### config.mk
export PLATFORM = sky130hd
export DESIGN_NAME = switch_egress_queue
export DESIGN_NICKNAME = d
export VERILOG_FILES = /design/src/rtl/switch_egress_queue.sv
export SDC_FILE = /design/constraint.sdc
export NUM_CORES = 1
export LEC_CHECK = 0
export CORE_MARGIN = 3
export CORE_UTILIZATION = 44
export DETAILED_ROUTE_END_ITERATION = 16
export MAX_ROUTING_LAYER = met4
export SLEW_MARGIN = 40
export SYNTH_ARGS = -nofsm -noshare
export SYNTH_HDL_FRONTEND = slang
export SYNTH_SLANG_ARGS = --single-unit
### constraint.sdc
create_clock -name clk -period 6.2 [get_ports clk]
set_input_delay 0.62 -clock clk [delete_from_list [all_inputs] [get_ports clk]]
set_output_delay 0.62 -clock clk [all_outputs]
set_load 0.01 [all_outputs]
### src/rtl/switch_egress_queue.sv
// switch_egress_queue: store-and-forward egress buffer for one switch port.
// Whole packets are buffered and released only once their last byte is stored;
// packets that do not fit are dropped by rewinding the speculative write pointer.
module switch_egress_queue #(
    parameter int unsigned DATA_W  = 8,
    parameter int unsigned DEPTH   = 64,
    parameter int unsigned PORT_ID = 0
) (
    input  logic                   clk,
    input  logic                   reset,
    input  logic                   in_valid,
    input  logic [DATA_W-1:0]      in_data,
    input  logic                   in_sop,
    input  logic                   in_eop,
    output logic                   in_ready,
    output logic                   out_valid,
    output logic [DATA_W-1:0]      out_data,
    output logic                   out_sop,
    output logic                   out_eop,
    input  logic                   out_ready,
    output logic [$clog2(DEPTH):0] pkt_count,
    output logic [$clog2(DEPTH):0] level,
    output logic [15:0]            drop_count
);

    localparam int unsigned AW = $clog2(DEPTH);
    localparam int unsigned PW = AW + 1;
    localparam int unsigned EW = DATA_W + 2;

    typedef enum logic [1:0] {
        ST_IDLE = 2'd0,
        ST_RECV = 2'd1,
        ST_DROP = 2'd2
    } state_t;

    // Elaboration-time parameter sanity checks
    if (PORT_ID > 3) begin : g_port_id_range
        $error("switch_egress_queue: PORT_ID must be in 0..3");
    end
    if ((DEPTH < 4) || ((DEPTH & (DEPTH - 1)) != 0)) begin : g_depth_pow2
        $error("switch_egress_queue: DEPTH must be a power of two >= 4");
    end

    logic [EW-1:0]  r_mem [DEPTH];
    logic [PW-1:0]  r_wr_ptr;
    logic [PW-1:0]  r_commit_ptr;
    logic [PW-1:0]  r_rd_ptr;
    logic [PW-1:0]  r_pkt_count;
    logic [15:0]    r_drop_count;
    logic           r_in_ready;
    state_t         r_state;

    state_t         w_state_nxt;
    logic           w_accept;
    logic [PW-1:0]  w_base;
    logic           w_space;
    logic           w_wr_en;
    logic           w_commit;
    logic           w_rewind;
    logic [1:0]     w_drop_add;
    logic [16:0]    w_drop_sum;
    logic [EW-1:0]  w_head;
    logic           w_rd_fire;
    logic           w_pop_eop;

    assign w_accept = in_valid & r_in_ready;
    // A sop beat always starts at the last commit point (aborting any partial packet)
    assign w_base   = in_sop ? r_commit_ptr : r_wr_ptr;
    assign w_space  = (w_base - r_rd_ptr) != PW'(DEPTH);

    assign w_head    = r_mem[r_rd_ptr[AW-1:0]];
    assign out_valid = (r_rd_ptr != r_commit_ptr);
    assign out_sop   = w_head[EW-1];
    assign out_eop   = w_head[EW-2];
    assign out_data  = w_head[DATA_W-1:0];
    assign w_rd_fire = out_valid & out_ready;
    assign w_pop_eop = w_rd_fire & out_eop;

    assign in_ready   = r_in_ready;
    assign pkt_count  = r_pkt_count;
    assign drop_count = r_drop_count;
    assign level      = r_wr_ptr - r_rd_ptr;

    assign w_drop_sum = {1'b0, r_drop_count} + 17'(w_drop_add);

    // Input FSM state register
    always_ff @(posedge clk) begin
        if (reset) begin
            r_state <= ST_IDLE;
        end else begin
            r_state <= w_state_nxt;
        end
    end

    // Input FSM next-state logic
    always_comb begin
        w_state_nxt = r_state;
        if (w_accept) begin
            if (in_sop) begin
                if (in_eop) begin
                    w_state_nxt = ST_IDLE;
                end else begin
                    w_state_nxt = w_space ? ST_RECV : ST_DROP;
                end
            end else begin
                case (r_state)
                    ST_RECV: begin
                        if (in_eop) begin
                            w_state_nxt = ST_IDLE;
                        end else if (!w_space) begin
                            w_state_nxt = ST_DROP;
                        end
                    end
                    ST_DROP: begin
                        if (in_eop) begin
                            w_state_nxt = ST_IDLE;
                        end
                    end
                    default: w_state_nxt = r_state;
                endcase
            end
        end
    end

    // Input FSM actions: write, commit, rewind and drop accounting
    always_comb begin
        w_wr_en    = 1'b0;
        w_commit   = 1'b0;
        w_rewind   = 1'b0;
        w_drop_add = 2'd0;
        if (w_accept) begin
            if (in_sop) begin
                // Aborting a partial packet and overflowing the new one are two drops
                w_rewind   = (r_state != ST_IDLE);
                w_drop_add = 2'((r_state == ST_RECV) ? 1 : 0) + 2'(w_space ? 0 : 1);
                w_wr_en    = w_space;
                w_commit   = w_space & in_eop;
            end else if (r_state == ST_RECV) begin
                if (w_space) begin
                    w_wr_en  = 1'b1;
                    w_commit = in_eop;
                end else begin
                    w_rewind   = 1'b1;
                    w_drop_add = 2'd1;
                end
            end
        end
    end

    // Buffer storage; contents are deliberately not cleared by reset
    always_ff @(posedge clk) begin
        if (w_wr_en) begin
            r_mem[w_base[AW-1:0]] <= {in_sop, in_eop, in_data};
        end
    end

    // Pointers, counters and input-ready register
    always_ff @(posedge clk) begin
        if (reset) begin
            r_wr_ptr     <= '0;
            r_commit_ptr <= '0;
            r_rd_ptr     <= '0;
            r_pkt_count  <= '0;
            r_drop_count <= '0;
            r_in_ready   <= 1'b0;
        end else begin
            r_in_ready <= 1'b1;
            if (w_wr_en) begin
                r_wr_ptr <= w_base + PW'(1);
            end else if (w_rewind) begin
                r_wr_ptr <= r_commit_ptr;
            end
            if (w_commit) begin
                r_commit_ptr <= w_base + PW'(1);
            end
            if (w_rd_fire) begin
                r_rd_ptr <= r_rd_ptr + PW'(1);
            end
            if (w_commit && !w_pop_eop) begin
                r_pkt_count <= r_pkt_count + PW'(1);
            end else if (!w_commit && w_pop_eop) begin
                r_pkt_count <= r_pkt_count - PW'(1);
            end
            r_drop_count <= w_drop_sum[16] ? 16'hFFFF : w_drop_sum[15:0];
        end
    end

endmodule

After elaboration in Yosys (flattened, before gate mapping)
Memories as Yosys holds them, arrays and structs flattened. A register that Yosys moved wholly into a read port is not among the register bits.
Cells that the tools add are included.
W data, S select, Z words.
Operators by class
  muxes and demuxes: 36
  equality and inequality tests: 6
  reductions and logical operators: 9
  add/sub/neg operators: 8
  bitwise operators: 4
Operator list (number)
  $mux W7: 5
  $add A7 B1 Y7 const B: 3
  $mux W1: 19
  $add A16 B2 Y17: 1
  $mux W16: 1
  $mux W2: 8
  $sub A7 B7 Y7: 2
  $mux W6: 2
  $ne A7 B7 Y1: 1
  $ne A7 B7 Y1 const B: 1
  $sub A7 B1 Y7 const B: 1
  $reduce_bool A2 Y1: 3
  $and A1 B1 Y1: 4
  $ne A4 B4 Y1 const B: 1
  $pmux W2 S2: 1
  $reduce_and A4 Y1: 1
  $ne A3 B3 Y1 const B: 1
  $reduce_bool A3 Y1: 1
  $add A1 B1 Y2: 1
  $eq A2 B1 Y1 const B: 1
  $eq A2 B2 Y1 const B: 1
  $logic_and A1 B1 Y1: 2
  $logic_not A1 Y1: 2
Word-level totals
  memories: 1
  register bits: 47
  word-level logic and storage cells: 71
  RAM bits: 640
Memory list
  r_mem: depth 64, width 10, rd ports 1, clocked after memory_dff 1, write ports 1, line 44  | logic [EW-1:0] r_mem [DEPTH];

Longest topological paths before layout
Gate-level depths: netlist of run 1.
  word-level depth: 11
  mapped depth: 24

Least setup slack after synthesis of run 1
OpenSTA, ideal clock, no wires.
  path kind: input port to flip-flop
  start point: in in_sop
  end point: reg r_drop_count[10] (netlist: drop_count[10])
  setup slack: 1.093 ns
  stages: 23
  required time: 6.129 ns
  arrival time: 5.036 ns
  cells stage by stage: buf_2 buf_2 buf_1 o21a_1 inv_1 ha_1 nor2b_1 o21a_1 a41oi_1 xnor2_1 nor4b_2 buf_2 buf_4 xnor2_1 a211oi_1 ha_1 inv_1 fa_1 nor3_1 and2_1 nand4_1 clkbuf_1 a21oi_1
Between the ends
  longest elaborated chain between the ends: 9
Ends and longest elaborated chain
  start: declaration: line 13  | input logic in_sop,
  $mux W7: line 68  | assign w_base = in_sop ? r_commit_ptr : r_wr_ptr;
  $sub A7 B7 Y7: line 69  | assign w_space = (w_base - r_rd_ptr) != PW'(DEPTH);
  $ne A7 B7 Y1: line 69
  $mux W1: line 135, 139
  $add A1 B1 Y2 / $mux W1 (equally long branches): line 135, 138
  $mux W2 (*): line 132  | if (in_sop) begin
  $mux W2 (*): line 131  | if (w_accept) begin
  $add A16 B2 Y17 (*): line 84  | assign w_drop_sum = {1'b0, r_drop_count} + 17'(w_drop_add);
  $mux W16 (*): line 184  | r_drop_count <= w_drop_sum[16] ? 16'hFFFF : w_drop_sum[15:0];
  end signal: assignment: line 184
  end: declaration: line 49  | logic [15:0] r_drop_count;
Every way passes the cells marked *; elsewhere a longest branch is shown, timed or not.
A chain may end at the register's enable or synchronous reset.

Worst setup path after layout of run 1
  start point: in in_sop
  end point: reg r_drop_count[13] (netlist: drop_count[13])
The elaborated chain is that of the path after synthesis.

==> run summary, run 1 <==
Headroom to the max-slew limit came out at 49.2%. The largest buffer count on any clock path is 3. The clock input transition at the sequential cells of the worst setup and hold paths is 0.06 ns. The worst setup path is launched from a primary input.

The endpoint arrival time on the critical path came out at 5.70 ns. The post-synthesis register bit count came out at approximately 690. Clock tree synthesis selected as its root buffer the cell sky130_fd_sc_hd__clkbuf_16. In this run, post-CTS repair resized a total of 0 instances. The first detailed-routing pass ran for 5 iterations. The number of vias after detailed routing is 13500. The final setup skew came out at 0.0269 ns.

sky130_fd_sc_hd__edfxtp_1 takes more of the synthesized area than any other cell. The width of the chip is approximately 260 um. The type of the worst min-delay path is in -> reg.

The total global routing track utilization is 19.6%. The sum of negative setup slack is 0 ns. The floorplan row count came out at 91. STA classifies the critical path endpoint as a flip-flop. The total count of max-transition violations in the final report came to 0.

The number of post-CTS setup repair buffers is 0. Among all cell types in the netlist, the one instantiated most often is sky130_fd_sc_hd__edfxtp_1. The portion of synthesized cell area occupied by the leading cell type is 68.8%. After floorplanning, the core was sized to cover around 62000 um^2. In this run the number of H-tree levels came out at 3. The number of hold-repair buffers added at the cts stage is 0. The number of distinct library cells after synthesis is 47. The later pin in the worst-skew pair is clocked with a latency of 0.61 ns. The average cell area after synthesis is about 20 um^2.

The max-capacitance violation count came out at 0. For this run, the slowest stage of the critical path takes 0.47 ns. The final number of setup-violating endpoints is 0. The number of violations reported at the end of detailed-routing iteration 0 came out at around 1000. The power density over cell area came out at between 300 and 400 nW/um^2. The most used flip-flop cell after synthesis is sky130_fd_sc_hd__edfxtp_1. The fill cell total of the finished layout came out at roughly 5000. The sequential element share of the synthesized area is around 73%. For this design the static power due to leakage is 0.00966 uW. The required time of the critical path came out at 6.71 ns. The final non-filler cell total came out at roughly 2400. The number of remaining DRC errors is 0.

Summing internal, switching and leakage power gives 10000 uW. The starting density of the core is roughly 45%. The routed length per instance is 26.0 um.

Along the worst path, the maximum fanout reaches 25. The largest individual stage delay along the critical path comes from the cell sky130_fd_sc_hd__nor4b_4. The worst hold slack is 0.485 ns.

The height of the die is around 260 um. The netlist area before placement is 27900 um^2. In the post-synthesis netlist, the biggest area contributors are sky130_fd_sc_hd__edfxtp_1, sky130_fd_sc_hd__mux4_2, sky130_fd_sc_hd__dfxtp_1.

The number of warnings reported in the yosys synthesis log is 0. The global-route congestion overflow total came out at 0. The final period demand of the worst path is 5.19 ns. The clock sink count is 693. The area of the die is ~67000 um^2. Static timing analysis puts the maximum clock frequency at 0.193 GHz. The worst setup path is of the in -> reg kind.

The gate count after technology mapping came out at 1395. The kind of cell with the highest combined delay along the critical path is simple AND/OR/NAND/NOR gates. In the final design database the tool counted 1521 nets. The largest vdd supply drop came out at 191 uV. The final number of hold-violating endpoints is 0. The sum of net half-perimeters after detailed placement came out at 37500 um. Dividing the final minimum period by the clock period gives 83.7%. When the netlist entered floorplanning its net count stood at 1435. The slew at the pin closest to its max-slew limit came out at 0.762 ns. The number of global-route vias before repair came to 13900. The flow ran to the end, and the final reports show no timing, DRC or antenna violations. Counting flops with a built-in enable in the synthesized netlist gives 640. The routability-driven placement congestion ratio came out at 0.819. The number of clock buffers inserted by TritonCTS came out at 73.

The first-pass GRT wire length is 93100 um. Traced cell by cell, the critical path runs through buf_2 > buf_4 > mux2i_1 > inv_1 > ha_1 > nand2_1 > o21ai_0 > a41oi_1 > xnor2_1 > nor4b_4 > a21oi_1 > a211oi_1 > ha_1 > inv_1 > fa_1 > nor3_1 > and2_1 > nand4_1 > a21oi_1. The count of buffers added on input and output ports is 55. The area growth from synthesis to layout is 14.0%. The number of antenna violations at the first check in global routing came to 2. The commonest cells after synthesis are sky130_fd_sc_hd__edfxtp_1, sky130_fd_sc_hd__mux4_2, sky130_fd_sc_hd__nor2_1. The number of top-level pins came out at 56. Entering global routing, the biggest net connects 72 pins. The critical path contains buffers and inverters numbering 4 combined. The fraction of layout cells with a size suffix above 1 came out at 27.7%. The via-per-instance ratio came out at 5.67. Counting flops with an async set or reset pin after synthesis yields a share of 0%. Setup repair after global routing left no endpoint under its margin. The number of nets with antenna violations after detailed routing came out at 0.

The count of placed standard cells including taps came out at 2243. The wire length reported by the detailed router came out at 61800 um. TritonCTS built the clock tree.
## kinds of logic after synthesis
group / Yosys count / synth area share [%]
adders and majority gates: 26 / 1.25
xor gates and xnor gates: 47 / 1.47
and+or+nand+nor: 213 / 3.53
DFF: 693 / 72.6
buffers and inverters: 103 / 1.73
muxes: 226 / 17.5
AOI/OAI and AO/OA: 87 / 1.95
## where the power goes
group / switching, uW / leakage, uW / total, uW / internal (uW)
logic: 344 / 0.00234 / 653 / 309
clock network: 1760 / 0.00114 / 4240 / 2480
registers: 29.4 / 0.00618 / 5150 / 5120
total: 2130 / 0.00966 / 10000 / 7910
## worst paths after layout
path	slack, ns	endpoint	depth (start not counted)	start
hold / removal	0.48	pkt_count[2]	2	reset
hold reg to reg	0.50	r_wr_ptr[0]	2	r_wr_ptr[0]
setup reg to reg	1.30	drop_count[13]	18	r_wr_ptr[0]
setup / recovery	1.01	drop_count[13]	19	in_sop
## cell type report
cell class | instances | area (um^2) | share of cell area (%)
clock buffer | 92 | 1940 | 6.10
timing repair buffer | 89 | 771 | 2.42
inverter | 25 | 93.8 | 0.295
clock inverter | 38 | 374 | 1.18
tap | 837 | 1050 | 3.29
multi-input combinational | 599 | 7310 | 23.0
antenna | 2 | 5.00 | 0.0157
sequential | 693 | 20300 | 63.7
## registers in the layout, summed over array words and instances, names as in the netlist, named ones only
signal and cells:
r_state 2, in_ready 1, r_wr_ptr 7, r_rd_ptr 7, drop_count 16, r_commit_ptr 7, pkt_count 7, r_mem 640
## worst register-to-register path, stage by stage, from the launching register on
cell and delay (ns):
sky130_fd_sc_hd__dfxtp_1 0.33, sky130_fd_sc_hd__inv_1 0.10, sky130_fd_sc_hd__o21ai_0 0.42, sky130_fd_sc_hd__inv_1 0.20, sky130_fd_sc_hd__ha_1 0.26, sky130_fd_sc_hd__nand3b_1 0.19
sky130_fd_sc_hd__nand2_1 0.12, sky130_fd_sc_hd__a31oi_1 0.12, sky130_fd_sc_hd__xnor2_1 0.19, sky130_fd_sc_hd__nor4b_4 0.49, sky130_fd_sc_hd__a21oi_1 0.13, sky130_fd_sc_hd__a211oi_1 0.25
sky130_fd_sc_hd__ha_1 0.20, sky130_fd_sc_hd__inv_1 0.06, sky130_fd_sc_hd__fa_1 0.47, sky130_fd_sc_hd__nor3_1 0.31, sky130_fd_sc_hd__and2_1 0.23, sky130_fd_sc_hd__nand4_1 0.46
sky130_fd_sc_hd__a21oi_1 0.30
## metal layers
layer / share of wire [%] / routed length (um) / vias up / global-route usage, %
met1: 44 / 27400 / 7112 / 27.4
met5: 0 / 0 / - / -
li1: - / - / 5851 / -
met2: 48 / 29600 / 411 / 29.9
met4: 1.6 / 983 / 0 / 4.27
met3: 6.4 / 3930 / 82 / 4.36
## placed cells by master (no fill, tap or decap), types with 6 or more instances in the layout
cell,instances
sky130_fd_sc_hd__xnor2_1,31
sky130_fd_sc_hd__clkinv_2,15
sky130_fd_sc_hd__clkdlybuf4s50_1,44
sky130_fd_sc_hd__clkinv_1,10
sky130_fd_sc_hd__o21ai_0,9
sky130_fd_sc_hd__xor2_1,16
sky130_fd_sc_hd__a21oi_1,37
sky130_fd_sc_hd__buf_2,8
sky130_fd_sc_hd__o32ai_1,6
sky130_fd_sc_hd__mux2_2,8
sky130_fd_sc_hd__clkbuf_1,17
sky130_fd_sc_hd__nor2_2,56
sky130_fd_sc_hd__o21a_1,6
sky130_fd_sc_hd__nor2_1,40
sky130_fd_sc_hd__or3_1,12
sky130_fd_sc_hd__clkbuf_16,75
sky130_fd_sc_hd__and3_1,6
sky130_fd_sc_hd__a21o_1,6
sky130_fd_sc_hd__dfxtp_1,49
sky130_fd_sc_hd__nand2_1,48
sky130_fd_sc_hd__ha_1,23
sky130_fd_sc_hd__edfxtp_1,640
sky130_fd_sc_hd__mux4_2,208
sky130_fd_sc_hd__bufinv_16,6
sky130_fd_sc_hd__buf_4,36
sky130_fd_sc_hd__nand3_1,12
sky130_fd_sc_hd__inv_1,25
sky130_fd_sc_hd__mux2i_1,10
## metrics by stage
| stage | setup WS (ns) | utilization, % | area [um^2] |
|---|---|---|---|
| after global placement | 0.633 | 47.2 | 29400 |
| final | 1.01 | 51.1 | 31800 |
| after detailed placement | 0.443 | 47.4 | 29500 |
| after floorplan | 1.09 | - | 27900 |
| after global routing | 0.553 | 51.1 | 31800 |
| after CTS | 1.09 | 51.1 | 31800 |
Note: power is estimated with default switching activity, not from simulation.
==> run 2, diff against run 1 <==
- clock period: 6.2 -> 4.7 ns (I/O delays scaled with it)
==> run 2 against run 1 <==
Die area unchanged; first-iteration DRC count increased by 6.6%; sequential power increased by 32%; critical path type is now reg -> out.
==> run summary, run 2 (synthesis gave the netlist of run 1 again) <==
The final period demand of the worst path is about 4.5 ns. The final number of setup-violating endpoints is 0 (unchanged). The via-per-instance ratio is 5.59 (was 5.67).

The cell with the largest stage delay on the worst path is sky130_fd_sc_hd__buf_4 (was sky130_fd_sc_hd__nor4b_4). The number of vias after detailed routing came out at 13700 (was 13500). The headroom to the max-slew limit came out at 50.5% (was 49.2%). The number of nets with antenna violations after detailed routing came out at 0 (unchanged). The width of the chip came out at 258 um (unchanged).

The total core area is 62300 um^2 (unchanged). The global routing usage on met1 is 27.6% (was 27.4%). The sequential group share of total power is 51.2% (was 51.3%). The number of nets in the layout came out at 1607 (was 1521).

The global-route congestion overflow total is 0 (unchanged). The wire length reported by the detailed router is 61900 um (was 61800 um). The switching power total came out at 2780 uW (was 2130 uW). The final critical-path setup slack is 0.226 ns (was 1.01 ns). The largest buffer count on any clock path came out at 3 (unchanged). The required time of the critical path came out at 4.23 ns (was 6.71 ns). The internal portion of total power is 10500 uW (was 7910 uW). The first-pass iteration count of the detailed router came to 4 (was 5). The number of hold-repair buffers added at the cts stage came out at 0 (unchanged). The insertion delay of the later-clocked pin in the worst-skew pair came out at 0.60 ns (was 0.61 ns).

The floorplan row count is 91 (unchanged). The area of the die is 66500 um^2 (unchanged). The power density over cell area is 409 nW/um^2 (was 315 nW/um^2). The number of remaining DRC errors is 0 (unchanged).

The net switching share of the total power is 21.0% (was 21.2%). The sequential cell area is 20300 um^2 (about the same). The leading cell type in the layout, fill and taps excluded is sky130_fd_sc_hd__edfxtp_1 (unchanged). The post-place setup slack came out at 0.0192 ns (was 0.443 ns). The area growth from synthesis to layout came out at 15.9% (was 14.0%). The global routing met2 resource utilization came out at 30.1% (was 29.9%).

The sum of negative setup slack is 0 ns (unchanged). The leakage dissipation came to 0.0101 uW (was 0.00966 uW). The final number of hold-violating endpoints came out at 0 (unchanged).

The final non-filler cell total came to 2457 (was 2375). The number of levels the H-tree was split into is 3 (unchanged). The starting density of the core came out at 44.8% (unchanged). The buffer and inverter count on the worst path came out at 2 (was 4). The count of placed standard cells including taps is 2321 (was 2243). The flop-to-flop setup slack is 0.28 ns (was 1.30 ns). The category of the critical setup timing path is reg -> out (was in -> reg).

The max-capacitance violation count is 0 (unchanged). The number of clock buffers inserted by TritonCTS is 74 (was 73). The routability-driven placement congestion ratio came out at 0.812 (was 0.819). The largest vdd supply drop is 217 uV (was 191 uV). The number of global-route vias before repair was 14100 (was 13900). The maximum single-stage delay on the critical path is 0.66 ns (was 0.47 ns). The clock tree from TritonCTS is yes (unchanged). The final setup skew is 0.0329 ns (was 0.0269 ns).

The clock sink count is 693 (unchanged). The maximum operating frequency is 0.223 GHz. The first-pass GRT wire length came out at 93100 um (about the same). The number of top-level pins is 56 (unchanged).

The total global routing track utilization was 19.6% (about the same). Sequence of cells on the critical path: buf_4 > mux4_2 > mux4_2 > mux4_2 > clkdlybuf4s50_1 (was buf_2 > buf_4 > mux2i_1 > inv_1 > ha_1 > nand2_1 > o21ai_0 > a41oi_1 > xnor2_1 > nor4b_4 > a21oi_1 > a211oi_1 > ha_1 > inv_1 > fa_1 > nor3_1 > and2_1 > nand4_1 > a21oi_1). Unrepaired setup endpoints after global routing: false (unchanged).

The endpoint kind of the worst setup timing path is an output pin (was flip-flop). The routed length per instance is 25.2 um (was 26.0 um). The kind of cell adding the most delay to the critical path is multiplexers (was simple AND/OR/NAND/NOR gates). The total count of max-transition violations in the final report came out at 0 (unchanged). The fraction of layout cells with a size suffix above 1 is 27.9% (was 27.7%). The critical-path maximum fanout came out at 48 (was 25). The fill cell total of the finished layout is 4967 (was 4988).

Most used cells in the layout excluding fill and tap cells: sky130_fd_sc_hd__edfxtp_1, sky130_fd_sc_hd__mux4_2, sky130_fd_sc_hd__buf_4 (was sky130_fd_sc_hd__edfxtp_1, sky130_fd_sc_hd__mux4_2, sky130_fd_sc_hd__clkbuf_16). The post-route clock period utilization came out at 95.2%. The cell chosen for the clock root is sky130_fd_sc_hd__clkbuf_16 (unchanged). The combined area of the multi-input logic cells is 7190 um^2 (was 7310 um^2). The core utilization of the finished layout is 51.9% (was 51.1%).

The number of flip-flops under the largest register name is 640 (unchanged). The most used routing layer in global routing is met2 (unchanged). The proportion of power drawn by combinational gates is 6.7% (was 6.5%). The number of antenna violations at the first check in global routing is 3 (was 2). Outcome: finished clean (unchanged). The sum of net half-perimeters after detailed placement was 38000 um (was 37500 um). The clock input transition at the sequential cells of the worst setup and hold paths is 0.06 ns (about the same). The number of violations reported at the end of detailed-routing iteration 0 came out at 1085 (was 1018). The height of the die is 258 um (unchanged). The element type at the critical path start is a flip-flop (was primary input). The launch instance of the worst min-delay path is in_data[0] (was reset). The endpoint arrival time on the critical path is 4.00 ns (was 5.70 ns). The cell with the most instances on the worst path is sky130_fd_sc_hd__mux4_2. The number of port buffers was 55 (unchanged). The part of the power in the clock network came to 42.1% (was 42.2%). The maximum number of pins on one net before global-route repair is 72 (unchanged). The worst hold slack is 0.405 ns (was 0.485 ns). The type of the worst min-delay path is in -> reg (unchanged). The slew at the pin closest to its max-slew limit came out at 0.742 ns (was 0.762 ns). The met3 usage in global routing was 3.46% (was 4.36%).
[run 2: cell count changes in the layout (fill, tap and decap cells not counted), sizes merged]
cell           before  now
buf                45  129
clkbuf             92   95
clkinv             25   22
inv                30   28
bufinv              6    5
clkdlybuf4s50      44   45
[run 2: final cells by class]
class / instances / area share, %
Sequential cell: 693 / 62.7
Multi-Input combinational cell: 599 / 22.2
Clock buffer: 95 / 6.19
Timing Repair Buffer: 174 / 4.42
Tap cell: 837 / 3.24
Clock inverter: 32 / 0.913
Inverter: 25 / 0.290
Antenna cell: 2 / 0.0155
[run 2: final timing paths]
check,end,cells after the start
max,out_data[2],5
max reg2reg,pkt_count[6],15
min,r_mem[38][0],1
min reg2reg,r_wr_ptr[0],2
[run 2: routing by layer]
metal / wire length [um] / part of all wire (%) / vias up
met5: 0 / 0 / -
met4: 1250 / 2.0 / 0
met3: 3230 / 5.2 / 85
met2: 29800 / 48 / 382
met1: 27600 / 45 / 7245
li1: - / - / 6026
[run 2: power by group through the flow]
stage / Clock [uW] / Combinational, uW / Sequential [uW]
after CTS: 5690 / 897 / 6780
final: 5570 / 890 / 6780
after floorplan: 0 / 572 / 6900
after global routing: 5940 / 968 / 6770
after global placement: 0 / 879 / 6910
after detailed placement: 0 / 891 / 6910
[run 2: per-stage QoR]
step | cell area, um^2 | total power, uW
floorplan | 27900 | 7470
global placement | 30000 | 7790
detailed placement | 30000 | 7800
CTS | 32300 | 13400
global route | 32400 | 13700
finish | 32400 | 13200
[run 2: timing repair]
| action | CTS | global route |
|---|---|---|
| resized for setup | 0 | 2 |
| setup buffers | 0 | 7 |
| endpoints found under the setup margin | 0 | 11 |
==> run 3, diff against run 2 <==
- GPL_TIMING_DRIVEN: not set -> 0
- RECOVER_POWER: not set -> 50
==> run 3 against run 2 <==
The run now ends with capacitance limit, slew limit left; hold slack got worse by 0.19 ns; largest power group unchanged; non-clock buffer count shrank 21; die area unchanged.
==> run summary, run 3 (synthesis gave the netlist of run 1 again) <==
The post-route total power is 13300 uW (was 13200 uW). The number of global-route vias before repair is 14300 (was 14100). The final number of hold-violating endpoints is 0 (unchanged). The flop-to-flop setup slack came to 0.24 ns (was 0.28 ns). The type of the worst min-delay path is in -> reg (unchanged). The termination of the worst setup path is pkt_count[6] (was out_data[2]).

The final setup skew came out at 0.0227 ns (was 0.0329 ns). The area growth from synthesis to layout was 15.5% (was 15.9%). The number of cells traversed by the worst register-to-register path came to 16 (was 15). Sequence of cells on the critical path: clkbuf_4 > buf_12 > mux4_2 > mux4_2 > mux4_2 > nand2_1 > ha_1 > inv_2 > fa_1 > a21o_1 > a21oi_2 > o21bai_1 > a21oi_2 > xnor2_1 > or3_1 > a21oi_1 (was buf_4 > mux4_2 > mux4_2 > mux4_2 > clkdlybuf4s50_1). The height of the die came out at 258 um (unchanged).

The number of port buffers came out at 54 (was 55). The maximum number of pins on one net before global-route repair is 66 (was 72). The headroom to the max-slew limit is -80.9% (was 50.5%). The first-pass GRT wire length came out at 98300 um (was 93100 um). The power density over cell area is 412 nW/um^2 (was 409 nW/um^2).

The clock input transition at the sequential cells of the worst setup and hold paths is 0.06 ns (about the same). The number of hold-repair buffers added at the cts stage is 0 (unchanged). The total global routing track utilization is 21.1% (was 19.6%).

The cell with the largest stage delay on the worst path is sky130_fd_sc_hd__mux4_2 (was sky130_fd_sc_hd__buf_4). The slew at the pin closest to its max-slew limit came out at 2.71 ns (was 0.742 ns). The maximum single-stage delay on the critical path is 0.60 ns (was 0.66 ns). The max-capacitance violation count is 9 (was 0). The total count of max-transition violations in the final report is 441 (was 0). The instance area after placement came out at 29800 um^2 (was 30000 um^2).

The total core area is 62300 um^2 (unchanged). The leading cell type in the layout, fill and taps excluded is sky130_fd_sc_hd__edfxtp_1 (unchanged). The starting density of the core is 44.8% (unchanged). The number of nets in the layout is 1584 (was 1607). The final reports fail on capacitance limit, slew limit.

The largest vdd supply drop is 310 uV (was 217 uV). The required time of the critical path is 5.22 ns (was 4.23 ns). The insertion delay of the later-clocked pin in the worst-skew pair was 0.61 ns (was 0.60 ns). The sum of net half-perimeters after detailed placement came out at 43900 um (was 38000 um).

The element type at the critical path start is a flip-flop (unchanged). The number of violations reported at the end of detailed-routing iteration 0 is 1248 (was 1085). The fill cell total of the finished layout is 4978 (was 4967).

The width of the chip came out at 258 um (unchanged). The wire length reported by the detailed router is 66900 um (was 61900 um). The critical-path maximum fanout is 10 (was 48). The endpoint kind of the worst setup timing path is a flip-flop (was output pin).

The number of vias after detailed routing is 14100 (was 13700). The number of antenna violations at the first check in global routing came to 1 (was 3). The number of flip-flops under the largest register name is 640 (unchanged). The clock sink count is 693 (unchanged). The category of the critical setup timing path is reg -> reg (was reg -> out).

The largest buffer count on any clock path is 3 (unchanged). The via-per-instance ratio is 5.78 (was 5.59). The maximum operating frequency came out at 0.224 GHz (was 0.223 GHz). The launch instance of the worst min-delay path is in_sop (was in_data[0]). The fraction of layout cells with a size suffix above 1 came out at 28.9% (was 27.9%). The area of the die came out at 66500 um^2 (unchanged).

The number of remaining DRC errors is 0 (unchanged). Most used cells in the layout excluding fill and tap cells: sky130_fd_sc_hd__edfxtp_1, sky130_fd_sc_hd__mux4_2, sky130_fd_sc_hd__clkbuf_16 (was sky130_fd_sc_hd__edfxtp_1, sky130_fd_sc_hd__mux4_2, sky130_fd_sc_hd__buf_4). The clock tree from TritonCTS is yes (unchanged).

The post-route clock period utilization is 95.0% (was 95.2%). The endpoint arrival time on the critical path is 4.99 ns (was 4.00 ns). The routability-driven placement congestion ratio came to 0.819 (was 0.812). The cell chosen for the clock root is sky130_fd_sc_hd__clkbuf_16 (unchanged). The cell with the most instances on the worst path is sky130_fd_sc_hd__mux4_2 (unchanged). The combined area of the multi-input logic cells was 7430 um^2 (was 7190 um^2). The global-route congestion overflow total is 0 (unchanged).

The final period demand of the worst path is 4.46 ns (was 4.47 ns). The post-route cell area is 32300 um^2 (was 32400 um^2). The first-pass iteration count of the detailed router came out at 7 (was 4).

The routed length per instance is 27.4 um (was 25.2 um). The leakage dissipation came out at 0.00991 uW (was 0.0101 uW). The worst reg2reg path endpoint is pkt_count[6] (unchanged). The sequential cell area is 20300 um^2 (about the same). The floorplan row count came out at 91 (unchanged). The number of levels the H-tree was split into came out at 3 (unchanged). The final number of setup-violating endpoints is 0 (unchanged). The number of nets with antenna violations after detailed routing was 0 (unchanged).

The number of top-level pins came to 56 (unchanged). The number of clock buffers inserted by TritonCTS is 72 (was 74). Outcome: finished, violations left (was finished clean).
-- run 3: worst min-delay path by stage --
stage | slack, ns | end | depth (start not counted)
finish | 0.21 | r_mem[40][9] | 1
global route | 0.19 | r_mem[43][9] | 1
CTS | 0.11 | r_mem[10][2] | 1
detailed placement | 0.47 | r_wr_ptr[0] | 2
global placement | 0.47 | r_wr_ptr[0] | 2
floorplan | 0.45 | r_wr_ptr[0] | 2
-- run 3: cell type report --
type                            instances  area share [%]
Multi-Input combinational cell        599            23.0
Tap cell                              837            3.25
Buffer                                 76            1.44
Clock buffer                          101            6.24
Sequential cell                       693            62.9
Antenna cell                            1         0.00776
Inverter                               25           0.291
Timing Repair Buffer                   77            1.99
Clock inverter                         30           0.896
-- run 3: metal layers --
metal | up-vias | GRT usage, % | wire length (um)
li1 | 5996 | - | -
met1 | 7499 | 28.8 | 28400
met2 | 507 | 32.4 | 32100
met3 | 100 | 4.76 | 4730
met4 | 0 | 5.67 | 1610
met5 | - | - | 0
-- run 3: power breakdown --
| part | switching, uW | internal [uW] |
|---|---|---|
| clock network | 2320 | 3230 |
| registers | 17.5 | 6760 |
| logic | 510 | 440 |
-- run 3: metrics by stage --
| step | setup WS (ns) | hold WS, ns | std cells | TNS [ns] | utilization, % |
|---|---|---|---|---|---|
| after floorplan | 0.0154 | 0.446 | 1395 | 0 | - |
| after global placement | -3.20 | 0.466 | 2286 | -1573.95 | 47.4 |
| after detailed placement | -1.30 | 0.469 | 2294 | -136.14 | 47.9 |
| after CTS | 0.00687 | 0.106 | 2424 | 0 | 51.8 |
| after global routing | -0.0317 | 0.191 | 2439 | -0.0769 | 51.8 |
| final | 0.236 | 0.211 | 2439 | 0 | 51.8 |
-- run 3: what timing repair did --
| action | in CTS | in global routing |
|---|---|---|
| resized for setup | 27 | 27 |
| setup endpoints to repair | 29 | 17 |
| pin swaps | 1 | 6 |
| buffers inserted | 1 | 12 |
| cloned | 0 | 1 |
-- run 3: critical path: cells and delay by family, from the launching register on --
family                     cells  cell delay, ns
xor gates and xnor gates       1            0.09
AOI/OAI and AO/OA              5            0.75
and+or+nand+nor                2            0.40
muxes                          3            1.70
DFF                            1            0.32
adders and majority gates      2            0.60
buffers and inverters          3            0.51
==> variant (settings of run 2) <==
The parameter `DATA_W` goes from 8 to 9.
--- a/src/rtl/switch_egress_queue.sv
+++ b/src/rtl/switch_egress_queue.sv
@@ -4,3 +4,3 @@
 module switch_egress_queue #(
-    parameter int unsigned DATA_W  = 8,
+    parameter int unsigned DATA_W  = 9,
     parameter int unsigned DEPTH   = 64,
Ports: changed (resized in_data and out_data); port bits go from 56 to 58. The function was not compared with the original's and may differ.
==> variant against run 2 <==
- synthesized area is 8.3% higher
- cell count is 5.4% higher
- combinational power is 2% higher
- cell area is 8.4% higher
- setup slack worse by 0.069 ns
- wire length is 10% higher
- power is 8.4% higher
- sequential cell count is 64 higher
- die area is 8.1% higher
- critical path type unchanged
- largest power group unchanged
- highest routed layer unchanged
==> variant: results (changes against run 2) <==
status=finished clean; main area contributors after synthesis=edfxtp_1 (70%), mux4_2 (17%), dfxtp_1 (3.5%), nor2_1 (1.3%), ha_1 (0.95%); CP Max Fanout=37 (-23%); GRT Total Usage=19.88% (+0.30 points); DR WL met3=4179 um (+29%); NetSw=3.050 mW (+9.8%); library cells used by synthesis=53 (+13%); Post-synth EDFFs=704 (+10%); drt pass-1 iters=7 (+3); global-route track usage on met2=30.30% (+0.24 points); number of global-route vias before repair=15250 (+8.4%); wl on met1=30040 um (+8.7%); non-filler instance count after layout=2589 (+5.4%); largest net degree at the start of global routing=69 (-4.2%); clk pwr=6.05 mW (+8.6%); Synth top cells by count=edfxtp_1 (704), mux4_2 (225), nor2_1 (105); final wirelength=68150 um (+10%); vias per cell=5.767 (+3.1%); M1 GR Usage=27.22% (-0.36 points); WL met2=32260 um (+8.4%); WP data arrival=4.07 ns (+0.07 ns); clk_lat worst skew=0.62 ns (+0.02 ns); sequential share of power=51.5% (+0.3 points); Synth Area per Inst=20.47 um2 (+2.2%); max reg flops=704 (+10%); post-synthesis sequential area ratio=73.39% (+0.78 points)
[variant: cell types whose count changed in the layout (fill, tap and decap cells not counted), sizes merged, moves of 8 or more]
| cell | delta |
|---|---|
| edfxtp | +64 |
| mux2i | +12 |
| mux4 | +17 |
| nor2 | +10 |
| or3 | -8 |
[variant: worst max-delay path: stages, from the launching register on]
cell and delay, ns:
dfxtp_4 0.70, buf_4 0.58, mux4_2 0.42, mux4_2 0.47, mux2_2 0.32, nand2_1 0.08, o21ai_0 0.24, clkdlybuf4s50_1 0.58
[variant: cell type report]
type	instances	area (um2)
Multi-Input combinational cell	620	7675
Inverter	26	97.59
Sequential cell	757	22210
Timing Repair Buffer	170	1445
Clock buffer	100	2160
Clock inverter	42	371.6
Fill cell	5289	32580
Antenna cell	1	2.502
Tap cell	873	1092
[variant: path summary, 6_finish.rpt]
kind,from,to,slack [ns],cells past startpoint
worst max-delay path,flop,out_sop,0.16,7
worst min-delay path,reset,r_commit_ptr[1]$_SDFFE_PP0P_,0.31,2
worst max register to register,flop,pkt_count[6]$_SDFFE_PP0P_,0.27,15
worst min register to register,pkt_count[6]$_SDFFE_PP0P_,pkt_count[6]$_SDFFE_PP0P_,0.50,2
[variant: cell families (layout without fill, tap and decap cells)]
family	after synthesis	count (layout)	share of synthesized area, %
multiplexers	260	260	17.98
XOR/XNOR	45	45	1.303
flip-flops	757	757	73.39
other	0	1	0
adder cells (fa/ha/maj)	26	26	1.150
AND/OR/NAND/NOR	210	210	3.135
buffers and inverters	101	338	1.472
AO/OA/AOI/OAI	79	79	1.576
[variant: what timing repair did]
action                     in CTS  in global routing
cloned                          0                  1
setup endpoints to repair       2                  4
hold buffers                    0                  0
gates resized for setup         1                  3
